`config.mk`:
```
export PLATFORM = sky130hd
export DESIGN_NAME = smem_rr_arbiter
export DESIGN_NICKNAME = d
export VERILOG_FILES = /design/src/rtl/smem_rr_arbiter.sv
export SDC_FILE = /design/constraint.sdc
export NUM_CORES = 1
export LEC_CHECK = 0
export CORE_UTILIZATION = 28
export CTS_CLUSTER_SIZE = 10
export DETAILED_ROUTE_END_ITERATION = 8
export PLACE_DENSITY = 0.69
export SLEW_MARGIN = 20
export SYNTH_ARGS = -nofsm -noshare
export SYNTH_HDL_FRONTEND = slang
export SYNTH_SLANG_ARGS = --single-unit
```
`constraint.sdc`:
```
create_clock -name clk -period 2.5 [get_ports clk]
set_clock_uncertainty 0.2 [all_clocks]
set_input_delay 0.375 -clock clk [delete_from_list [all_inputs] [get_ports clk]]
set_output_delay 0.375 -clock clk [all_outputs]
set_load 0.01 [all_outputs]
```
`src/rtl/smem_rr_arbiter.sv`:
```
// smem_rr_arbiter: round-robin arbiter sharing one single-port synchronous
// memory between requesters A and B, with bounded bursts and read-return
// routing back to the issuing requester.
//
// Optional feature macro: SMEM_ARB_PARITY_CHK_EN (read parity checking).
//
// Ports:
//   clk, rst                      clock, asynchronous active-high reset
//   a_req/a_we/a_addr/a_wdata     requester A command (held until a_gnt)
//   a_gnt                         A command accepted this cycle
//   a_rvalid/a_rdata              A read return (rdata holds when !rvalid)
//   b_*                           same group for requester B
//   mem_din/mem_addr/mem_wr_en/mem_rd_en/mem_blk_select   memory command
//   mem_addr_en/mem_dout_en       static memory configuration pins
//   mem_dout/mem_parity           memory read data and parity
//   rd_parity_err                 one-cycle parity mismatch pulse
module smem_rr_arbiter #(
    parameter int unsigned MEM_WIDTH  = 16,
    parameter int unsigned ADDR_SIZE  = 10,
    parameter int unsigned RD_LATENCY = 2,
    parameter int unsigned MAX_BURST  = 4
) (
    input  logic                 clk,
    input  logic                 rst,
    input  logic                 a_req,
    input  logic                 a_we,
    input  logic [ADDR_SIZE-1:0] a_addr,
    input  logic [MEM_WIDTH-1:0] a_wdata,
    output logic                 a_gnt,
    output logic                 a_rvalid,
    output logic [MEM_WIDTH-1:0] a_rdata,
    input  logic                 b_req,
    input  logic                 b_we,
    input  logic [ADDR_SIZE-1:0] b_addr,
    input  logic [MEM_WIDTH-1:0] b_wdata,
    output logic                 b_gnt,
    output logic                 b_rvalid,
    output logic [MEM_WIDTH-1:0] b_rdata,
    output logic [MEM_WIDTH-1:0] mem_din,
    output logic [ADDR_SIZE-1:0] mem_addr,
    output logic                 mem_wr_en,
    output logic                 mem_rd_en,
    output logic                 mem_blk_select,
    output logic                 mem_addr_en,
    output logic                 mem_dout_en,
    input  logic [MEM_WIDTH-1:0] mem_dout,
    input  logic                 mem_parity,
    output logic                 rd_parity_err
);

    localparam int unsigned CNT_W = 4;
    localparam int unsigned LAST  = RD_LATENCY - 1;
    localparam logic [CNT_W-1:0] BURST_MAX = CNT_W'(MAX_BURST);
    localparam logic [CNT_W-1:0] CNT_ONE   = CNT_W'(1);

    typedef enum logic [1:0] {
        IDLE  = 2'd0,
        OWN_A = 2'd1,
        OWN_B = 2'd2
    } state_t;

    state_t                 state, state_nxt;
    logic                   last_b, last_b_nxt;
    logic [CNT_W-1:0]       burst_cnt, burst_cnt_nxt;
    logic                   grant_a, grant_b;
    logic [RD_LATENCY-1:0]  rd_vld;
    logic [RD_LATENCY-1:0]  rd_id;
    logic [MEM_WIDTH-1:0]   a_rdata_q, b_rdata_q;

    // Ownership state register
    always_ff @(posedge clk or posedge rst) begin
        if (rst) begin
            state     <= IDLE;
            last_b    <= 1'b1;
            burst_cnt <= '0;
        end else begin
            state     <= state_nxt;
            last_b    <= last_b_nxt;
            burst_cnt <= burst_cnt_nxt;
        end
    end

    // Grant decision and next ownership
    always_comb begin
        grant_a       = 1'b0;
        grant_b       = 1'b0;
        state_nxt     = state;
        last_b_nxt    = last_b;
        burst_cnt_nxt = burst_cnt;
        case (state)
            IDLE: begin
                if (a_req && (!b_req || last_b)) begin
                    grant_a       = 1'b1;
                    state_nxt     = OWN_A;
                    burst_cnt_nxt = CNT_ONE;
                end else if (b_req) begin
                    grant_b       = 1'b1;
                    state_nxt     = OWN_B;
                    burst_cnt_nxt = CNT_ONE;
                end
            end
            OWN_A: begin
                if (a_req && !(b_req && burst_cnt == BURST_MAX)) begin
                    grant_a = 1'b1;
                    if (burst_cnt != BURST_MAX)
                        burst_cnt_nxt = burst_cnt + CNT_ONE;
                end else if (b_req) begin
                    grant_b       = 1'b1;
                    state_nxt     = OWN_B;
                    burst_cnt_nxt = CNT_ONE;
                    last_b_nxt    = 1'b1;
                end else begin
                    state_nxt  = IDLE;
                    last_b_nxt = 1'b0;
                end
            end
            OWN_B: begin
                if (b_req && !(a_req && burst_cnt == BURST_MAX)) begin
                    grant_b = 1'b1;
                    if (burst_cnt != BURST_MAX)
                        burst_cnt_nxt = burst_cnt + CNT_ONE;
                end else if (a_req) begin
                    grant_a       = 1'b1;
                    state_nxt     = OWN_A;
                    burst_cnt_nxt = CNT_ONE;
                    last_b_nxt    = 1'b0;
                end else begin
                    state_nxt  = IDLE;
                    last_b_nxt = 1'b1;
                end
            end
            default: state_nxt = IDLE;
        endcase
    end

    // Grants are masked by reset so they drop asynchronously with it
    assign a_gnt = grant_a & ~rst;
    assign b_gnt = grant_b & ~rst;

    // Forward the granted command straight to the memory pins
    assign mem_blk_select = a_gnt | b_gnt;
    assign mem_addr       = b_gnt ? b_addr  : a_addr;
    assign mem_din        = b_gnt ? b_wdata : a_wdata;
    assign mem_wr_en      = (a_gnt & a_we)  | (b_gnt & b_we);
    assign mem_rd_en      = (a_gnt & ~a_we) | (b_gnt & ~b_we);
    assign mem_addr_en    = 1'b0;
    assign mem_dout_en    = (RD_LATENCY == 2) ? 1'b1 : 1'b0;

    // In-flight read tracker: {valid, id} delayed to match memory latency
    always_ff @(posedge clk or posedge rst) begin
        if (rst) begin
            rd_vld <= '0;
            rd_id  <= '0;
        end else begin
            rd_vld[0] <= mem_rd_en;
            rd_id[0]  <= b_gnt;
            for (int i = 1; i < int'(RD_LATENCY); i++) begin
                rd_vld[i] <= rd_vld[i-1];
                rd_id[i]  <= rd_id[i-1];
            end
        end
    end

    assign a_rvalid = rd_vld[LAST] & ~rd_id[LAST];
    assign b_rvalid = rd_vld[LAST] &  rd_id[LAST];

    // Last returned word per requester, shown while rvalid is low
    always_ff @(posedge clk or posedge rst) begin
        if (rst) begin
            a_rdata_q <= '0;
            b_rdata_q <= '0;
        end else begin
            if (a_rvalid) a_rdata_q <= mem_dout;
            if (b_rvalid) b_rdata_q <= mem_dout;
        end
    end

    assign a_rdata = a_rvalid ? mem_dout : a_rdata_q;
    assign b_rdata = b_rvalid ? mem_dout : b_rdata_q;

`ifdef SMEM_ARB_PARITY_CHK_EN
    logic parity_err_q;
    logic parity_err_sticky;
    logic parity_mismatch;

    // Memory parity is 1 when dout[0] is 0
    assign parity_mismatch = (a_rvalid | b_rvalid) & (mem_parity != ~mem_dout[0]);

    always_ff @(posedge clk or posedge rst) begin
        if (rst) begin
            parity_err_q      <= 1'b0;
            parity_err_sticky <= 1'b0;
        end else begin
            parity_err_q <= parity_mismatch;
            if (parity_mismatch) parity_err_sticky <= 1'b1;
        end
    end

    assign rd_parity_err = parity_err_q;
`else
    logic parity_unused;
    assign parity_unused = mem_parity;
    assign rd_parity_err = 1'b0;
`endif

endmodule

```
==> PnR_summary.wiki, run 1 <==
{| class="wikitable"
! Metric !! Value
|-
| Yosys warnings || 0
|-
| Slew Limit Headroom || 0.6070
|-
| Pwr dens || 946.3 nW/um2
|-
| Design Area, Final || 4678 um2
|-
| Initial core utilization || 0.2889
|-
| Synthesized instance count || 204
|-
| CP Launch Type || flip-flop
|-
| Setup TNS Final || -8.870 ns
|-
| Final weighted congestion in routability-driven placement || 0.8797
|-
| Most common library cell in the layout ignoring fill and taps || sky130_fd_sc_hd__clkdlybuf4s50_1
|-
| Final slew viol count || 0
|-
| RSZ-0062 raised after global routing || yes
|-
| Number of antenna repair diodes || 0
|-
| Clock transition at the registers of the reported paths || 0.08 ns
|-
| Pin count of the biggest net entering global routing || 19
|-
| Die area || 9337 um2
|-
| Total CTS buffers || 5
|-
| Hold Crit Class || flip-flop to flip-flop
|-
| Max Clock Freq || 0.3544 GHz
|-
| CTS Hold Bufs || 0
|-
| Latest clock arrival within the worst-skew pair || 0.29 ns
|-
| Count of cells along the worst register-to-register path || 9
|-
| Clk sinks || 43
|-
| Detail-routed via count per cell || 4.585
|-
| Wire length of the first global-routing pass || 11.96 mm
|-
| Num ports || 143
|-
| Violated checks || negative setup slack
|-
| Bufs on Longest Clock Path || 2
|-
| Share of the clock period used by the worst path || 1.129
|-
| CP arrival || 2.25 ns
|-
| Site row count || 34
|-
| Worst endpoint required time || 1.92 ns
|-
| Count of maximum capacitance violations || 0
|-
| Critical path class || flip-flop to output pin
|-
| Post-detailed-placement half-perimeter wirelength || 5.444 mm
|-
| DRC violation total after the first TritonRoute iteration || 57
|-
| Number of hold violations in the final report || 0
|-
| Final setup slack of the worst path || -0.3215 ns
|-
| Number of storage elements in the synthesis netlist || 43
|-
| Number of buffers inserted by port buffering || 138
|-
| Number of antenna violations at the first check in global routing || 0
|-
| Reg-to-Reg Start || burst_cnt[0]
|-
| Status || finished with violations
|-
| CTS tree || yes
|-
| Sequential-to-total area share from yosys stat || 0.4296
|-
| Total iterations of the first detailed-routing run || 4
|-
| End point of the critical path || mem_addr[2]
|-
| Highest-count cells in the layout ignoring fill and taps || sky130_fd_sc_hd__clkdlybuf4s50_1, sky130_fd_sc_hd__dfrtp_1, sky130_fd_sc_hd__buf_6
|-
| CTS HTree Levels || 2
|-
| Clock root buffer || sky130_fd_sc_hd__clkbuf_8
|-
| Crit end category || output pin
|-
| Number of distinct library cells after synthesis || 42
|-
| Total congestion overflow || 0
|-
| Placed cell area || 4161 um2
|-
| Routed WL || 7.502 mm
|-
| Die Width || 96.63 um
|-
| Top fanout value on the critical path || 8
|-
| Leakage power || 2.149 nW
|-
| Highest ir drop seen on vdd || 0.4862 mV
|-
| Post-DRT Antenna Nets || 0
|-
| Clock period minus worst slack || 2.822 ns
|-
| Die height || 96.63 um
|-
| Worst setup path startpoint || burst_cnt[0]
|-
| Share of layout cells above drive strength 1 || 0.4360
|-
| Final setup violation count || 30
|-
| Worst hold path depth || 0
|-
| Worst R2R End || burst_cnt[2]
|-
| Post-route DRC violation count || 0
|-
| Netlist Area Pre-Place || 2507 um2
|-
| Drt wl/cell || 15.28 um
|-
| Core region area || 8678 um2
|-
| Setup slack of the worst register-to-register path || 0.29 ns
|-
| Nets@finish || 463
|-
| Transition time at the pin with the least slew margin || 0.5860 ns
|-
| Total global-route track usage || 0.1605
|-
| Via count || 2,251
|-
| Average cell area after synthesis || 12.29 um2
|-
| Synth-to-Final Area Change || 86.58%
|-
| Vias in the first global route || 2,324
|}
[worst min-delay path by stage]
stage                          from   endpoint  slack, ns
after floorplan            rd_id[0]   rd_id[1]       0.13
after global placement    rd_vld[0]  rd_vld[1]       0.13
after detailed placement  rd_vld[0]  rd_vld[1]       0.14
after CTS                 rd_vld[0]  rd_vld[1]       0.16
after global routing      rd_vld[0]  rd_vld[1]       0.17
final                     rd_vld[0]  rd_vld[1]       0.15
[final cells by class]
type	instances	area, um2
inverter	14	60.06
clock buffer	6	82.58
sequential	43	1080
clock inverter	2	35.03
timing repair buffer	182	1869
multi-input combinational	136	1416
tap	108	135.1
fill	766	4000
[metal layers]
metal | part of all wire | GRT usage | vias to the layer above
met1 | 0.43 | 0.2051 | 1103
li1 | - | - | 1079
met5 | 0 | 0 | -
met2 | 0.52 | 0.2763 | 62
met4 | 0.0069 | 0.03674 | 0
met3 | 0.041 | 0.03468 | 7
[cell families after synthesis]
family	Yosys count	synth area share
AOI/OAI and AO/OA	29	0.09182
adders and majority gates	6	0.02994
buffers and inverters	26	0.05339
DFF	43	0.4296
muxes	62	0.3159
other	2	0.002995
and+or+nand+nor	36	0.07635
[metrics by stage]
step	power [mW]	cells	hold WS (ns)	util	setup WS [ns]
4_1_cts	4.380	487	0.1561	0.5267	-0.3697
5_1_grt	4.730	491	0.1682	0.5391	-0.4294
3_5_place_dp	3.509	466	0.1372	0.4795	-0.5788
3_3_place_gp	3.460	466	0.1346	0.4795	-0.5320
6_report	4.427	491	0.1537	0.5391	-0.3215
2_1_floorplan	2.320	205	0.1312	-	0.03229
[sequential cells by signal (all words and copies together) (netlist names)]
| signal | count |
|---|---|
| burst_cnt | 4 |
| last_b | 1 |
| a_rdata_q | 16 |
| rd_vld | 2 |
| rd_id | 2 |
| b_rdata_q | 16 |
| state | 2 |
[power by group]
group	switching [mW]	internal, mW	total (mW)
clock network	0.235	0.323	0.559
registers	0.105	1.01	1.12
logic	1.08	1.67	2.75
[worst max-delay path, cell delays in order (launching register included)]
cell and delay, ns:
sky130_fd_sc_hd__dfrtp_1 0.38, sky130_fd_sc_hd__inv_2 0.06, sky130_fd_sc_hd__ha_4 0.18, sky130_fd_sc_hd__nand4b_1 0.14, sky130_fd_sc_hd__a21boi_2 0.10, sky130_fd_sc_hd__o311ai_4 0.33, sky130_fd_sc_hd__buf_12 0.19, sky130_fd_sc_hd__buf_16 0.14
sky130_fd_sc_hd__mux2_4 0.31, sky130_fd_sc_hd__buf_6 0.12
[what timing repair did]
action / 4_1_cts / 5_1_grt
buffers inserted: 10 / 6
cloned: 3 / 0
endpoints found under the setup margin: 37 / 31
hold endpoints to repair: 0 / 0
pin swaps: 5 / 5
resized for setup: 181 / 20
[synthesized netlist by cell type, drive strengths merged]
| cell type | n | area [um2] |
|---|---|---|
| dfrtp | 42 | 1051 |
| o32ai | 1 | 8.760 |
| nand3b | 1 | 11.26 |
| a31oi | 3 | 18.77 |
| buf | 8 | 66.31 |
| mux2 | 59 | 762.0 |
| a21o | 3 | 22.52 |
| o22a | 1 | 8.760 |
| or3 | 3 | 18.77 |
| a21oi | 3 | 15.01 |
| a211oi | 1 | 7.510 |
| mux2i | 3 | 30.03 |
| clkbuf | 4 | 15.01 |
| nand2 | 9 | 33.78 |
| nand3 | 2 | 10.01 |
| ha | 6 | 75.07 |
| inv | 14 | 52.55 |
| o311ai | 1 | 26.28 |
| a21boi | 3 | 26.27 |
| nor4b | 1 | 8.760 |
| nor4 | 1 | 6.260 |
| o211ai | 1 | 7.510 |
| a311oi | 1 | 8.760 |
| nand2b | 4 | 25.02 |
| nor2 | 9 | 33.78 |
| a22o | 1 | 8.760 |
| o21bai | 1 | 7.510 |
| a211o | 2 | 17.52 |
| nand4b | 2 | 17.52 |
| dfstp | 1 | 26.28 |
| nor3 | 1 | 5.000 |
| a32oi | 1 | 8.760 |
| a221o | 1 | 10.01 |
| o21ai | 3 | 15.01 |
| and2 | 3 | 21.27 |
| conb | 2 | 7.510 |
| o22ai | 2 | 12.51 |
No activity file was read; power rests on OpenSTA's default activity.
==> run 2: changes to the inputs <==
--- a/config.mk
+++ b/config.mk
@@ -5,10 +5,10 @@
 export SDC_FILE = /design/constraint.sdc
 export NUM_CORES = 1
 export LEC_CHECK = 0
-export CORE_UTILIZATION = 28
+export CORE_UTILIZATION = 33
 export CTS_CLUSTER_SIZE = 10
 export DETAILED_ROUTE_END_ITERATION = 8
-export PLACE_DENSITY = 0.69
+export PLACE_DENSITY = 0.79
 export SLEW_MARGIN = 20
 export SYNTH_ARGS = -nofsm -noshare
 export SYNTH_HDL_FRONTEND = slang
==> PnR_summary.wiki, run 2 (synthesis results as in run 1) <==
{| class="wikitable"
! Metric !! Value
|-
| CP arrival || 2.29 ns (+0.04 ns)
|-
| Wire length of the first global-routing pass || 11.28 mm (-5.7%)
|-
| Drt wl/cell || 16.12 um (+5.5%)
|-
| Count of cells along the worst register-to-register path || 7 (-2)
|-
| Critical-path cell list || inv_2 -> ha_4 -> nand4b_1 -> a21boi_4 -> o311ai_4 -> buf_6 -> buf_12 -> mux2_4 -> buf_6
|-
| Via count || 2,223 (-1.2%)
|-
| Total power draw || 4.346 mW (-1.8%)
|-
| Number of buffers inserted by port buffering || 138 (unchanged)
|-
| Total global-route track usage || 0.1881 (+0.02759)
|-
| Synth-to-Final Area Change || 81.19%
|-
| Setup slack of the worst register-to-register path || 0.31 ns (+0.02 ns)
|-
| Final setup slack of the worst path || -0.3647 ns (-0.04315 ns)
|-
| Bufs on Longest Clock Path || 2 (unchanged)
|-
| Hold Crit Class || flip-flop to flip-flop
|-
| Share of layout cells above drive strength 1 || 0.4297 (-0.006323)
|-
| Die area || 7950 um2 (-15%)
|-
| Count of placed standard cells including taps || 456 (-2.1%)
|-
| Hold endpoint || rd_vld[1]
|-
| Net Sw Frac || 0.3245 (+0.003913)
|-
| Clk sinks || 43 (unchanged)
|-
| CTS tree || yes
|-
| Most common library cell in the layout ignoring fill and taps || sky130_fd_sc_hd__clkdlybuf4s50_1
|-
| Detail-routed via count per cell || 4.670 (+1.9%)
|-
| Final weighted congestion in routability-driven placement || 0.8053 (-8.5%)
|-
| CP Launch Type || flip-flop
|-
| Pwr dens || 956.6 nW/um2 (+1.1%)
|-
| Total iterations of the first detailed-routing run || 5 (+1)
|-
| Core region area || 7292 um2 (-16%)
|-
| Count of placed standard cells in the final layout, fillers left out || 476 (-3.1%)
|-
| Nets@finish || 457 (-1.3%)
|-
| Top fanout value on the critical path || 6 (-2)
|-
| Die height || 89.17 um (-7.7%)
|-
| Total CTS buffers || 5 (unchanged)
|-
| Site row count || 31 (-8.8%)
|-
| Clock transition at the registers of the reported paths || 0.09 ns (about the same)
|-
| Post-detailed-placement half-perimeter wirelength || 5.609 mm (+3.0%)
|-
| Latest clock arrival within the worst-skew pair || 0.29 ns (about the same)
|-
| Clock period minus worst slack || 2.865 ns (+0.04315 ns)
|-
| Number of hold violations in the final report || 0 (unchanged)
|-
| Vias in the first global route || 2,249 (-3.2%)
|-
| Crit path max-delay cell type || sky130_fd_sc_hd__o311ai_4
|-
| Cell seen most often among critical-path stages || sky130_fd_sc_hd__buf_6
|-
| Max Clock Freq || 0.3491 GHz (-1.5%)
|-
| Routed WL || 7.671 mm (+2.3%)
|-
| Highest ir drop seen on vdd || 0.5841 mV (+20%)
|-
| Number of antenna violations at the first check in global routing || 0 (unchanged)
|-
| Num ports || 143 (unchanged)
|-
| Internal Power || 2.936 mW (-2.4%)
|-
| Status || finished with violations
|-
| Switching power summed over all nets || 1.410 mW (-0.63%)
|-
| Logic gate share of total power || 0.613 (-0.008)
|-
| Filler Cell Count || 611 (-20%)
|-
| Registers with the highest flip-flop counts || a_rdata_q x16, b_rdata_q x16, burst_cnt x4
|-
| Number of antenna repair diodes || 0 (unchanged)
|-
| Setup TNS Final || -9.410 ns (-0.5402 ns)
|-
| Count of maximum capacitance violations || 0 (unchanged)
|-
| CTS HTree Levels || 2 (unchanged)
|-
| Reg-to-Reg Start || state[0]
|-
| Worst R2R End || burst_cnt[2]
|-
| Share of power burned in registers || 0.256 (+0.003)
|-
| Clock root buffer || sky130_fd_sc_hd__clkbuf_8
|-
| Worst hold path depth || 0 (unchanged)
|-
| Beginning of the worst hold path || rd_vld[0]
|-
| RSZ-0062 raised after global routing || yes
|-
| Final slew viol count || 0 (unchanged)
|-
| Crit end category || output pin
|-
| Share of the clock period used by the worst path || 1.146 (+0.01726)
|-
| Max incr delay on CP || 0.42 ns (+0.04 ns)
|-
| Leakage power || 2.073 nW (-3.6%)
|-
| Initial core utilization || 0.3439 (+0.05493)
|-
| Worst hold-check slack || 0.1538 ns (+0.0001510 ns)
|-
| Share of total power in the clock network || 0.131 (+0.005)
|-
| Critical path class || flip-flop to output pin
|-
| DRC violation total after the first TritonRoute iteration || 64 (+12%)
|-
| Worst endpoint required time || 1.92 ns (about the same)
|-
| Violated checks || negative setup slack
|-
| Die Width || 89.17 um (-7.7%)
|-
| CTS Hold Bufs || 0 (unchanged)
|-
| Pin count of the biggest net entering global routing || 27 (+8)
|-
| Post-route DRC violation count || 0 (unchanged)
|-
| Slew Limit Headroom || 0.5137 (-0.09321)
|-
| Highest-count cells in the layout ignoring fill and taps || sky130_fd_sc_hd__clkdlybuf4s50_1, sky130_fd_sc_hd__dfrtp_1, sky130_fd_sc_hd__buf_6
|-
| Post-DRT Antenna Nets || 0 (unchanged)
|-
| Finished Core Util || 0.6230 (+0.08396)
|-
| Total congestion overflow || 0 (unchanged)
|-
| Transition time at the pin with the least slew margin || 0.7249 ns (+0.1390 ns)
|-
| Final setup violation count || 30 (unchanged)
|}
-- run 2: cell types whose count changed in the layout (fill, tap and decap cells not counted), sizes merged --
cell,change
buf,-6
clkdlybuf4s50,-1
clkinv,-1
dlygate4sd2,+1
inv,+1
-- run 2: repair_timing --
| item | 4_1_cts | 5_1_grt |
|---|---|---|
| endpoints found under the setup margin | 31 | 63 |
| pin swaps | 9 | 4 |
| setup buffers | 16 | 1 |
| cloned | 3 | 0 |
| gates resized for setup | 183 | 13 |
-- run 2: worst max-delay path, delay by kind of cell, from the launching register on --
family	cells	cell delay, ns
AO/OA/AOI/OAI	2	0.51
buffers and inverters	4	0.49
flip-flops	1	0.37
multiplexers	1	0.31
adder cells (fa/ha/maj)	1	0.16
AND/OR/NAND/NOR	1	0.16
-- run 2: metal layers --
metal	part of all wire	global-route usage	vias to the layer above
li1	-	-	1066
met1	0.42	0.2352	1097
met2	0.54	0.3352	53
met3	0.039	0.03878	7
met4	0.0077	0.03896	0
met5	0	0	-
-- run 2: worst max path at each step --
stage | from | end | slack, ns
2_1_floorplan | burst_cnt[0] | mem_addr[0] | 0.03
3_3_place_gp | b_req | mem_din[9] | -0.56
3_5_place_dp | b_req | mem_din[14] | -0.61
4_1_cts | state[1] | mem_addr[6] | -0.47
5_1_grt | burst_cnt[0] | mem_din[13] | -0.47
6_report | burst_cnt[0] | mem_din[3] | -0.36
-- run 2: metrics by stage --
stage	setup WS [ns]	area, um2
floorplan	0.03229	2511
global placement	-0.5561	4155
detailed placement	-0.6091	4155
CTS	-0.4667	4621
global route	-0.4683	4543
finish	-0.3647	4543
-- run 2: layout make-up --
| class | count | area [um2] | area share |
|---|---|---|---|
| Clock buffer | 6 | 82.58 | 0.01818 |
| Clock inverter | 2 | 38.79 | 0.008538 |
| Sequential cell | 43 | 1080 | 0.2377 |
| Inverter | 14 | 57.56 | 0.01267 |
| Tap cell | 99 | 123.9 | 0.02727 |
| Timing Repair Buffer | 176 | 1755 | 0.3864 |
| Multi-Input combinational cell | 136 | 1405 | 0.3093 |
-- run 2: power groups by stage --
stage	registers, mW	logic, mW	clock network, mW
after floorplan	1.10	1.22	0
after global placement	1.10	2.35	0
after detailed placement	1.12	2.40	0
after CTS	1.11	2.75	0.591
after global routing	1.15	2.87	0.617
final	1.11	2.66	0.570
==> run 3: changes to the inputs <==
--- a/config.mk
+++ b/config.mk
@@ -5,10 +5,10 @@
 export SDC_FILE = /design/constraint.sdc
 export NUM_CORES = 1
 export LEC_CHECK = 0
-export CORE_UTILIZATION = 33
+export CORE_UTILIZATION = 35
 export CTS_CLUSTER_SIZE = 10
 export DETAILED_ROUTE_END_ITERATION = 8
-export PLACE_DENSITY = 0.79
+export PLACE_DENSITY = 0.83
 export SLEW_MARGIN = 20
 export SYNTH_ARGS = -nofsm -noshare
 export SYNTH_HDL_FRONTEND = slang
==> PnR_summary.wiki, run 3 (synthesis results as in run 1) <==
{| class="wikitable"
! Metric !! Value
|-
| Critical-path cell list || clkdlybuf4s50_1 -> nand4b_1 -> a21boi_4 -> o311ai_4 -> buf_6 -> buf_6 -> buf_12 -> mux2_4 -> buf_6
|-
| Worst hold path depth || 0 (unchanged)
|-
| Routed WL || 8.506 mm (+11%)
|-
| Latest clock arrival within the worst-skew pair || 0.29 ns (about the same)
|-
| Core region area || 6869 um2 (-5.8%)
|-
| Total global-route track usage || 0.2123 (+0.02419)
|-
| Clk sinks || 43 (unchanged)
|-
| Worst hold-check slack || 0.1675 ns (+0.01367 ns)
|-
| Pwr dens || 944.1 nW/um2 (-1.3%)
|-
| Die height || 86.64 um (-2.8%)
|-
| Clock transition at the registers of the reported paths || 0.08 ns (about the same)
|-
| Bufs on Longest Clock Path || 2 (unchanged)
|-
| Logic gate share of total power || 0.643 (+0.030)
|-
| Die Width || 86.64 um (-2.8%)
|-
| Initial core utilization || 0.3650 (+0.02117)
|-
| Share of layout cells above drive strength 1 || 0.4341 (+0.004400)
|-
| Final setup slack of the worst path || -0.4093 ns (-0.04460 ns)
|-
| Max incr delay on CP || 0.48 ns (+0.06 ns)
|-
| Top fanout value on the critical path || 7 (+1)
|-
| Slew Limit Headroom || 0.6300 (+0.1162)
|-
| CP arrival || 2.33 ns (+0.04 ns)
|-
| Vias in the first global route || 2,417 (+7.5%)
|-
| Max Clock Freq || 0.3437 GHz (-1.5%)
|-
| RSZ-0062 raised after global routing || yes
|-
| Hold Crit Class || flip-flop to flip-flop
|-
| Share of the clock period used by the worst path || 1.164 (+0.01784)
|-
| Reg-to-Reg Start || burst_cnt[0]
|-
| DRC violation total after the first TritonRoute iteration || 67 (+4.7%)
|-
| Filler Cell Count || 465 (-24%)
|-
| Detail-routed via count per cell || 4.795 (+2.7%)
|-
| Wire length of the first global-routing pass || 12.02 mm (+6.5%)
|-
| Internal Power || 2.930 mW (-0.21%)
|-
| Count of maximum capacitance violations || 0 (unchanged)
|-
| Placed cell area || 4154 um2 (about the same)
|-
| Design Area, Final || 4687 um2 (+3.2%)
|-
| Post-DRT Antenna Nets || 0 (unchanged)
|-
| Cell seen most often among critical-path stages || sky130_fd_sc_hd__buf_6
|-
| Transition time at the pin with the least slew margin || 0.5550 ns (-0.1699 ns)
|-
| Highest-count cells in the layout ignoring fill and taps || sky130_fd_sc_hd__clkdlybuf4s50_1, sky130_fd_sc_hd__dfrtp_1, sky130_fd_sc_hd__buf_6
|-
| Beginning of the worst hold path || rd_id[0]
|-
| Clock root buffer || sky130_fd_sc_hd__clkbuf_8
|-
| Final slew viol count || 0 (unchanged)
|-
| Post-detailed-placement half-perimeter wirelength || 5.791 mm (+3.2%)
|-
| Number of antenna violations at the first check in global routing || 0 (unchanged)
|-
| Switching power summed over all nets || 1.495 mW (+6.0%)
|-
| Crit end category || output pin
|-
| Most common library cell in the layout ignoring fill and taps || sky130_fd_sc_hd__clkdlybuf4s50_1
|-
| Die area || 7506 um2 (-5.6%)
|-
| Critical path class || input pin to output pin
|-
| Total congestion overflow || 0 (unchanged)
|-
| CTS HTree Levels || 2 (unchanged)
|-
| Setup slack of the worst register-to-register path || 0.21 ns (-0.10 ns)
|-
| CTS tree || yes
|-
| Share of power burned in registers || 0.253 (-0.003)
|-
| Number of antenna repair diodes || 0 (unchanged)
|-
| Drt wl/cell || 17.61 um (+9.3%)
|-
| Site row count || 30 (-3.2%)
|-
| Status || finished with violations
|-
| CP Launch Type || input pin
|-
| Via count || 2,316 (+4.2%)
|-
| Highest ir drop seen on vdd || 0.5603 mV (-4.1%)
|-
| Count of cells along the worst register-to-register path || 8 (+1)
|-
| Post-route DRC violation count || 0 (unchanged)
|-
| Violated checks || negative setup slack
|-
| Crit-path leading delay family || buffers and inverters
|-
| Hold endpoint || rd_id[1]
|-
| Worst endpoint required time || 1.92 ns (about the same)
|-
| Num ports || 143 (unchanged)
|-
| Number of buffers inserted by port buffering || 138 (unchanged)
|-
| CTS Hold Bufs || 0 (unchanged)
|-
| Clock period minus worst slack || 2.909 ns (+0.04460 ns)
|-
| Crit path max-delay cell type || sky130_fd_sc_hd__clkdlybuf4s50_1
|-
| Final weighted congestion in routability-driven placement || 0.8180 (+1.6%)
|-
| Worst R2R End || state[0]
|-
| Buf/Inv on CP || 5 (+1)
|-
| Total CTS buffers || 5 (unchanged)
|-
| Pin count of the biggest net entering global routing || 44 (+63%)
|-
| Number of hold violations in the final report || 0 (unchanged)
|-
| Synth-to-Final Area Change || 86.93%
|-
| Final setup violation count || 31 (+3.3%)
|-
| Nets@finish || 467 (+2.2%)
|-
| Net Sw Frac || 0.3379 (+0.01340)
|-
| Leakage power || 2.201 nW (+6.2%)
|-
| Share of total power in the clock network || 0.104 (-0.027)
|-
| Total iterations of the first detailed-routing run || 4 (-1)
|-
| Registers with the highest flip-flop counts || a_rdata_q x16, b_rdata_q x16, burst_cnt x4
|}
[run 3: cell count changes in the layout (fill, tap and decap cells not counted), moves of 2 or more]
cell                              before  now
sky130_fd_sc_hd__buf_16                0    3
sky130_fd_sc_hd__nand2_2               3    0
sky130_fd_sc_hd__clkdlybuf4s50_1     106  103
sky130_fd_sc_hd__buf_6                34   37
sky130_fd_sc_hd__nand2_1               6    8
sky130_fd_sc_hd__dlymetal6s2s_1        0    4
sky130_fd_sc_hd__buf_4                29   32
[run 3: layout make-up]
cell class,instances,area [um2],area share
clock buffers,7,86.33,0.01842
flip-flops and latches,43,1079,0.2301
well taps,96,120.1,0.02563
clock inverters,1,8.758,0.001869
repair buffers,186,1921,0.4098
multi-input cells,136,1415,0.3019
inverters,14,57.56,0.01228
[run 3: worst max-delay path by stage]
stage            startpoint           to  slack, ns  depth (start not counted)
3_5_place_dp          b_req  mem_addr[8]      -0.56                          7
3_3_place_gp          b_req  mem_addr[8]      -0.51                          7
4_1_cts            state[1]   mem_din[5]      -0.37                         10
2_1_floorplan  burst_cnt[0]  mem_addr[0]       0.03                          7
5_1_grt            state[1]   mem_din[5]      -0.46                         10
6_report              b_req   mem_din[5]      -0.41                          9
[run 3: what timing repair did]
action	in CTS	in global routing
setup buffers	14	7
setup endpoints to repair	37	63
resized for setup	189	22
cloned	3	0
pin swaps	6	5
[run 3: layer usage]
layer | global-route usage | routed length, um | share of wire
met1 | 0.2418 | 3320 | 0.39
met2 | 0.3889 | 4770 | 0.56
met3 | 0.04476 | 296 | 0.035
met4 | 0.07879 | 118 | 0.014
met5 | 0 | 0 | 0
[run 3: power by group through the flow]
stage / clock, mW / sequential (mW) / combinational, mW
after floorplan: 0 / 1.10 / 1.22
after global placement: 0 / 1.10 / 2.38
after detailed placement: 0 / 1.12 / 2.44
after CTS: 0.483 / 1.11 / 2.77
after global routing: 0.508 / 1.14 / 3.02
final: 0.460 / 1.12 / 2.84
[run 3: through the flow]
stage	cells	setup TNS, ns	power, mW	setup WS [ns]	util
after floorplan	205	0	2.320	0.03229	-
after global placement	455	-14.59	3.476	-0.5102	0.6047
after detailed placement	455	-15.93	3.558	-0.5621	0.6047
after CTS	480	-9.524	4.365	-0.3712	0.6689
after global routing	483	-12.50	4.670	-0.4575	0.6823
final	483	-10.72	4.425	-0.4093	0.6823
